===== src/rtl/timer_counter.sv =====
// 64-bit free-running timer with compare match and sticky interrupt; cnt_val updates 1 clock after cnt_en.
// No backpressure: every input is sampled each cycle, halt_ack only freezes the increment.
module timer_counter (
  input  logic        sys_clk,
  input  logic        sys_rst,
  input  logic        cnt_en,
  input  logic        cnt_clr,
  input  logic        halt_ack,
  input  logic        wr_en,
  input  logic [1:0]  wr_sel,
  input  logic [31:0] wr_data,
  input  logic        int_en,
  input  logic        int_st_clr,
  output logic [63:0] cnt_val,
  output logic [63:0] cmp_val,
  output logic        int_st,
  output logic        tim_int
);

  logic [63:0] r_cnt;
  logic [63:0] r_cmp;
  logic        r_match_q;
  logic        r_int_st;
  logic        w_match;
  logic        w_match_rise;
  logic        w_wr_cnt_lo;
  logic        w_wr_cnt_hi;
  logic        w_wr_cmp_lo;
  logic        w_wr_cmp_hi;

  assign w_match      = (r_cnt == r_cmp);
  assign w_match_rise = w_match & ~r_match_q;

  assign w_wr_cnt_lo = wr_en & (wr_sel == 2'd0);
  assign w_wr_cnt_hi = wr_en & (wr_sel == 2'd1);
  assign w_wr_cmp_lo = wr_en & (wr_sel == 2'd2);
  assign w_wr_cmp_hi = wr_en & (wr_sel == 2'd3);

  // Clear beats a counter write, which beats the increment.
  always_ff @(posedge sys_clk or posedge sys_rst) begin
    if (sys_rst) begin
      r_cnt <= 64'd0;
    end else if (cnt_clr) begin
      r_cnt <= 64'd0;
    end else if (w_wr_cnt_lo) begin
      r_cnt[31:0] <= wr_data;
    end else if (w_wr_cnt_hi) begin
      r_cnt[63:32] <= wr_data;
    end else if (cnt_en && !halt_ack) begin
      r_cnt <= r_cnt + 64'd1;
    end
  end

  always_ff @(posedge sys_clk or posedge sys_rst) begin
    if (sys_rst) begin
      r_cmp <= {64{1'b1}};
    end else begin
      if (w_wr_cmp_lo) r_cmp[31:0]  <= wr_data;
      if (w_wr_cmp_hi) r_cmp[63:32] <= wr_data;
    end
  end

  // Only a fresh match sets status, so a sustained match cannot re-raise it after a clear.
  always_ff @(posedge sys_clk or posedge sys_rst) begin
    if (sys_rst) begin
      r_match_q <= 1'b0;
      r_int_st  <= 1'b0;
    end else begin
      r_match_q <= w_match;
      if (w_match_rise) begin
        r_int_st <= 1'b1;
      end else if (int_st_clr) begin
        r_int_st <= 1'b0;
      end
    end
  end

  assign cnt_val = r_cnt;
  assign cmp_val = r_cmp;
  assign int_st  = r_int_st;
  assign tim_int = r_int_st & int_en;

endmodule


===== config.mk =====
export PLATFORM = sky130hd
export DESIGN_NAME = timer_counter
export DESIGN_NICKNAME = d
export VERILOG_FILES = /design/src/rtl/timer_counter.sv
export SDC_FILE = /design/constraint.sdc
export NUM_CORES = 1
export LEC_CHECK = 0
export BUFFER_PORTS_ARGS = -buffer_cell sky130_fd_sc_hd__clkbuf_2
export CORE_MARGIN = 1.5
export CORE_UTILIZATION = 35
export DETAILED_ROUTE_END_ITERATION = 12
export PLACE_DENSITY = 0.56
export SYNTH_ARGS = -nofsm -noshare
export SYNTH_HDL_FRONTEND = slang
export SYNTH_SLANG_ARGS = --single-unit

===== constraint.sdc =====
create_clock -name sys_clk -period 3.6 [get_ports sys_clk]
set_input_delay 0.54 -clock sys_clk [delete_from_list [all_inputs] [get_ports sys_clk]]
set_output_delay 0.54 -clock sys_clk [all_outputs]
set_load 0.01 [all_outputs]

==> qor_table.md, run 1 <==
| Parameter | Value |
|:---|:---|
| Status | complete, no violations |
| Slew of the pin with the lowest slew margin | 818.5 ps |
| Final min period | 2795 ps |
| Gate Count Post-Synth | 712 |
| Number of pins with negative max-slew slack in the final report | 0 |
| Sum Neg Setup Slack | 0 ps |
| Cell area power density | 515.9 nW/um^2 |
| Worst Path Class, Setup | flop to flop |
| Gr usage total | 24.81% |
| Slack of the worst reg-to-reg path | 800 ps |
| TritonCTS clock tree | yes |
| Via count of the first global-routing pass | 6,207 |
| # Post-CTS Setup Buffers | 0 |
| Drt wl/cell | 22.80 um |
| Clock latency reported for the late side of the worst-skew pair | 430 ps |
| CTS Hold Buffers Added | 0 |
| Path depth of the worst reg2reg path | 7 |
| Number of antenna violations at the first check in global routing | 0 |
| Inst Count DP | 1,132 |
| Fraction of registers with async set or reset after synthesis | 100.0% |
| Overall power | 4.730 mW |
| Tightest hold margin | 132.5 ps |
| Commonest cells after routing, fill and taps aside | 171 x clkbuf_2, 82 x xor2_1, 69 x nor2_1 |
| Arrival @ worst endpoint | 3140 ps |
| Post-synthesis register bit count | 130 |
| Clock transition at path regs | 60 ps |
| Setup repair after global routing missed its margin | no |
| Count of standard-cell rows | 52 |
| Internal power consumption | 3.331 mW |
| Highest net fanout along the worst path | 10 |
| Power dissipated by switching net loads | 1.399 mW |
| Largest net degree at the start of global routing | 111 |
| Layout net count | 924 |
| Part of the cycle the worst path needs | 77.65% |
| Number of antenna diodes | 0 |
| Number of sinks on the clock net | 130 |
| Part of the Yosys area used for sequential elements | 45.41% |
| Final Instance Count excl. Fillers | 1,164 |
| Number of distinct standard cells referenced by the synthesized netlist | 61 |
| Die extent in x | 147.8 um |
| Worst min-delay path category | primary input to async pin |
| Number of max-capacitance violations reported | 0 |
| Die H | 147.8 um |
| Leakage power total | 3.986 nW |
| First-pass GRT wire length | 40.21 mm |
| R2r endpoint | cnt_val[59]$_DFFE_PP0P_ |
| Largest vdd supply drop | 301.3 uV |
| Via density | 5.578 |
| Top-level I/O count | 172 |
| Post-detailed-placement half-perimeter wirelength | 19.44 mm |
| Cell at the root of the clock tree | clkbuf_16 |
| Reg2reg start | cnt_val[33]$_DFFE_PP0P_ |
| Post-cts gate resize count | 0 |
| Die Area | 21,850 um^2 |
| First-pass iteration count of the detailed router | 5 |
| Count of buffers inserted at the top-level ports | 171 |
| Average instance area after synthesis | 10.31 um^2 |
| Final Core Density | 44.88% |
| Total of endpoints with negative setup slack in the final report | 0 |
| Sequential group share of total power | 41.2% |
| Num CTS Buffers | 17 |
| Effective utilization at floorplan | 35.93% |
| H-tree level count | 4 |
| Ratio of cells with drive above 1 in the final layout | 40.60% |
| Net Sw Frac | 29.58% |
| RD Place Congestion | 0.9133 |
| Launching element type of the critical path | flop |
| Iteration-0 DRC count of the detailed router | 731 |
| Upper clock frequency limit | 0.3577 GHz |
| Area of the mapped netlist | 7340 um^2 |
| Gate power share | 17.3% |
| Clock tree skew after final layout | 8.318 ps |
| Aggregate routed wire length | 26.54 mm |
| Synth Flop Type | dfrtp_1 |
| Yosys warnings | 0 |
| Share of power burned in the clock network | 41.5% |
| Via Count | 6,493 |
| Relative slew margins | 44.93% |
| Gr ovfl total | 0 |
| Fin. Hold Viols | 0 |
| Worst path required time | 3950 ps |
| Final ANT Viol Nets | 0 |
| DRC viols | 0 |
| Area of the core | 20,430 um^2 |
| Number of enable flip-flop cells after synthesis | 0 |
| Setup crit end kind | flop |
| Most frequent standard cell in the layout excluding fill and tap cells | clkbuf_2 |
| Maximum clock insertion buffer count | 2 |
| Syn Nets | 755 |
| Signed area change from the synthesized netlist to the final layout | 24.92% |
[power groups by stage]
stage | Clock, mW | Combinational, mW | Sequential [mW]
2_1_floorplan | 0 | 0.369 | 1.99
3_3_place_gp | 0 | 0.818 | 1.97
3_5_place_dp | 0 | 0.821 | 1.97
4_1_cts | 1.98 | 0.826 | 1.95
5_1_grt | 2.04 | 0.882 | 1.98
6_report | 1.96 | 0.818 | 1.95
[cell usage after synthesis, types with 8 or more instances]
library cell	count	share of area, %
xor2_1	82	9.8
nor2_1	69	3.5
dfrtp_1	66	23
mux2_2	65	10
dfstp_2	64	23
nand2_1	59	3.0
a211oi_1	35	3.6
nor4_1	28	2.4
nand3_1	25	1.7
clkbuf_1	24	1.2
nand4_1	23	2.0
xnor2_1	21	2.5
a21oi_1	12	0.82
nor3_1	11	0.75
o21ai_0	9	0.61
and2_1	8	0.68
and3_1	8	0.68
[worst max-delay path, stage by stage, from the launching register on]
cell	delay, ps
dfrtp_1	550
and4_1	380
nand3_1	110
buf_4	190
nor2_1	410
nand4_2	340
or4_1	570
a31oi_1	170
[state kept, by name (all words and copies together), names as in the netlist]
register   count
r_match_q      1
int_st         1
cmp_val       64
cnt_val       64
[worst max-delay path by stage]
| stage | from | endpoint | slack (ps) | depth (start not counted) |
|---|---|---|---|---|
| floorplan | cnt_val[8]$_DFFE_PP0P_ | cnt_val[43]$_DFFE_PP0P_ | 1270 | 8 |
| detailed placement | cnt_en | cnt_val[59]$_DFFE_PP0P_ | 840 | 7 |
| global route | cnt_val[0]$_DFFE_PP0P_ | cnt_val[24]$_DFFE_PP0P_ | 650 | 7 |
| finish | cnt_val[33]$_DFFE_PP0P_ | cnt_val[59]$_DFFE_PP0P_ | 800 | 7 |
| CTS | cnt_val[33]$_DFFE_PP0P_ | cnt_val[59]$_DFFE_PP0P_ | 890 | 7 |
| global placement | cnt_en | cnt_val[63]$_DFFE_PP0P_ | 930 | 7 |
[cell type report]
type                    count  area (um^2)
inverters                   6        26.28
clock inverters            14        227.7
clock buffers              18        429.2
multi-input cells         542         3849
repair buffers            184        965.9
well taps                 270        337.8
fillers                  2034        11260
flip-flops and latches    130         3333
[per-layer routing]
layer / GRT usage, % / share of wire, % / up-vias
met5: 0 / 0 / -
met4: 8.564 / 2.4 / 0
met3: 4.383 / 6.1 / 37
met2: 36.59 / 45 / 261
met1: 36.50 / 47 / 3245
li1: - / - / 2950
[logic make-up after synthesis]
kind of cell             Yosys count  synth area share, %
AND/OR/NAND/NOR                  277                20.41
flip-flops                       130                45.41
adder cells (fa/ha/maj)            1               0.1704
buffers and inverters             40                2.216
AO/OA/AOI/OAI                     96                9.530
multiplexers                      65                9.973
XOR/XNOR                         103                12.29
[stage by stage]
stage          instance area [um^2]  worst slack (ps)
2_1_floorplan                  7343              1266
3_3_place_gp                   8512             926.2
3_5_place_dp                   8512             835.0
4_1_cts                        9169             894.6
5_1_grt                        9169             649.3
6_report                       9169             804.6
Note: power is estimated with default switching activity, not from simulation.
==> inputs of run 2 (changes only) <==
==> constraint.sdc (replaced) <==
create_clock -name sys_clk -period 2.5 [get_ports sys_clk]
set_input_delay 0.375 -clock sys_clk [delete_from_list [all_inputs] [get_ports sys_clk]]
set_output_delay 0.375 -clock sys_clk [all_outputs]
set_load 0.01 [all_outputs]
==> run 2 against run 1 <==
Effect of this change: worst hold slack worse by 12 ps; highest routed layer unchanged; critical endpoint is now cnt_val[63]$_DFFE_PP0P_; register-to-register slack lost 630 ps; combinational power is 59% higher.
==> qor_table.md, run 2 (synthesis results as in run 1) <==
| Parameter | Value | Delta |
|:---|:---|:---|
| Setup crit end kind | flop |  |
| Number of pins with negative max-slew slack in the final report | 0 | unchanged |
| Clock tree skew after final layout | 8.563 ps | +0.2443 ps |
| Gr usage total | 25.36% | +0.55 points |
| Area used by multi-input combinational logic | 3850 um^2 | about the same |
| H-tree level count | 4 | unchanged |
| Clock transition at path regs | 60 ps | about the same |
| Count of buffers inserted at the top-level ports | 171 | unchanged |
| Status | complete, no violations |  |
| Final Core Density | 47.70% | +2.8 points |
| CTS Hold Buffers Added | 0 | unchanged |
| Number of antenna diodes | 0 | unchanged |
| Tightest hold margin | 120.8 ps | -11.70 ps |
| Largest vdd supply drop | 441.5 uV | +47% |
| Upper clock frequency limit | 0.4300 GHz | +20% |
| Commonest cells after routing, fill and taps aside | 171 x clkbuf_2, 82 x xor2_1, 78 x buf_4 |  |
| Final instance area | 9744 um^2 | +6.3% |
| Top Family by Delay on Critical Path | simple AND/OR/NAND/NOR gates |  |
| Post-cts gate resize count | 0 | unchanged |
| Die Area | 21,850 um^2 | unchanged |
| Cells along the critical path | and4_2, nand3_1, or3_1, nor4_1, xnor2_1, a211oi_1 |  |
| Launching element type of the critical path | flop |  |
| TritonCTS clock tree | yes |  |
| Leakage power total | 4.358 nW | +9.3% |
| Clock latency reported for the late side of the worst-skew pair | 430 ps | about the same |
| First-pass GRT wire length | 41.12 mm | +2.2% |
| Worst-case setup slack after placement | 171.2 ps | -663.8 ps |
| Count of standard-cell rows | 52 | unchanged |
| Fin. Hold Viols | 0 | unchanged |
| Fill count | 1,971 | -3.1% |
| Area of the core | 20,430 um^2 | unchanged |
| Buffer and inverter count on the worst path | 0 | -1 |
| Layout net count | 993 | +7.5% |
| Number of max-capacitance violations reported | 0 | unchanged |
| Total of endpoints with negative setup slack in the final report | 0 | unchanged |
| Aggregate routed wire length | 27.17 mm | +2.4% |
| Reg2reg start | cnt_val[35]$_DFFE_PP0P_ |  |
| Highest net fanout along the worst path | 7 | -3 |
| Slew of the pin with the lowest slew margin | 910.9 ps | +92.37 ps |
| Sum Neg Setup Slack | 0 ps | unchanged |
| Final ANT Viol Nets | 0 | unchanged |
| Worst Path Class, Setup | flop to flop |  |
| Critical-path cell with the highest stage delay | or3_1 |  |
| RD Place Congestion | 0.9519 | +4.2% |
| Worst min-delay path category | primary input to async pin |  |
| Post-DP Area | 9067 um^2 | +6.5% |
| Number of sinks on the clock net | 130 | unchanged |
| Signed area change from the synthesized netlist to the final layout | 32.77% |  |
| Setup repair after global routing missed its margin | no |  |
| Effective utilization at floorplan | 35.93% | unchanged |
| DRC viols | 0 | unchanged |
| Ratio of cells with drive above 1 in the final layout | 44.96% | +4.4 points |
| Worst setup slack after layout | 174.4 ps | -630.1 ps |
| Part of the cycle the worst path needs | 93.02% | +15 points |
| Iteration-0 DRC count of the detailed router | 777 | +6.3% |
| Largest stage delay on the critical path | 500 ps | -70 ps |
| Inst Count DP | 1,201 | +6.1% |
| Number of antenna violations at the first check in global routing | 0 | unchanged |
| Via density | 5.543 | -0.62% |
| # Post-CTS Setup Buffers | 0 | unchanged |
| Num CTS Buffers | 17 | unchanged |
| Gr ovfl total | 0 | unchanged |
| Overall power | 6.954 mW | +47% |
| Maximum clock insertion buffer count | 2 | unchanged |
| Via count of the first global-routing pass | 6,436 | +3.7% |
| Arrival @ worst endpoint | 2660 ps | -480 ps |
| Worst path required time | 2840 ps | -1110 ps |
| First-pass iteration count of the detailed router | 5 | unchanged |
| Post-detailed-placement half-perimeter wirelength | 20.84 mm | +7.2% |
| Flip-flop and latch area | 3333 um^2 | unchanged |
| CP Launch Point | cnt_val[35]$_DFFE_PP0P_ |  |
| Cell at the root of the clock tree | clkbuf_16 |  |
| Via Count | 6,835 | +5.3% |
| Die extent in x | 147.8 um | unchanged |
| Final Instance Count excl. Fillers | 1,233 | +5.9% |
| Cell area power density | 713.6 nW/um^2 | +38% |
| Relative slew margins | 39.14% | -5.8 points |
| Largest net degree at the start of global routing | 52 | -53% |
| Final min period | 2326 ps | -469.9 ps |
| Top-level I/O count | 172 | unchanged |
| Die H | 147.8 um | unchanged |
| Most frequent standard cell in the layout excluding fill and tap cells | clkbuf_2 |  |
| Drt wl/cell | 22.03 um | -3.4% |
-- run 2: changes by cell type in the layout (fill, tap and decap cells not counted), sizes merged --
cell and delta:
buf +69, bufinv +1, clkbuf +1, clkinv -1, clkinvlp +3, inv -4
-- run 2: layer usage --
| layer | part of all wire (%) | up-vias | wire [um] | track usage, % |
|---|---|---|---|---|
| met2 | 46 | 324 | 12440 | 38.76 |
| met1 | 45 | 3379 | 12170 | 36.52 |
| met3 | 7.2 | 36 | 1948 | 4.105 |
| met4 | 2.2 | 0 | 606 | 8.366 |
| li1 | - | 3096 | - | - |
| met5 | 0 | - | 0 | 0 |
-- run 2: path summary, 6_finish.rpt --
| path | cells after the start | to | slack [ps] |
|---|---|---|---|
| min in group sys_clk | 2 | int_st$_DFFE_PP0P_ | 130 |
| hold / removal | 2 | int_st$_DFFE_PP0P_ | 120 |
| hold reg to reg | 2 | int_st$_DFFE_PP0P_ | 520 |
| setup / recovery | 6 | cnt_val[63]$_DFFE_PP0P_ | 170 |
| setup reg to reg | 6 | cnt_val[63]$_DFFE_PP0P_ | 170 |
| max in group asynchronous | 3 | cmp_val[15]$_DFFE_PP1P_ | 1610 |
-- run 2: worst reg2reg max path, stage by stage, from the launching register on --
cell	delay, ps
dfrtp_1	470
and4_2	340
nand3_1	220
or3_1	500
nor4_1	330
xnor2_1	110
a211oi_1	250
-- run 2: final cells by class --
| cell class | instances | share of cell area (%) |
|---|---|---|
| clock buffers | 19 | 4.545 |
| repair buffers | 253 | 15.61 |
| multi-input cells | 542 | 39.51 |
| flip-flops and latches | 130 | 34.21 |
| clock inverters | 13 | 2.388 |
| inverters | 6 | 0.2696 |
| well taps | 270 | 3.467 |
-- run 2: power by group --
group,switching [mW],total (mW),internal [mW]
sequential,0.261,2.76,2.50
clock,0.999,2.89,1.90
combinational,0.730,1.30,0.569
total,1.99,6.95,4.96
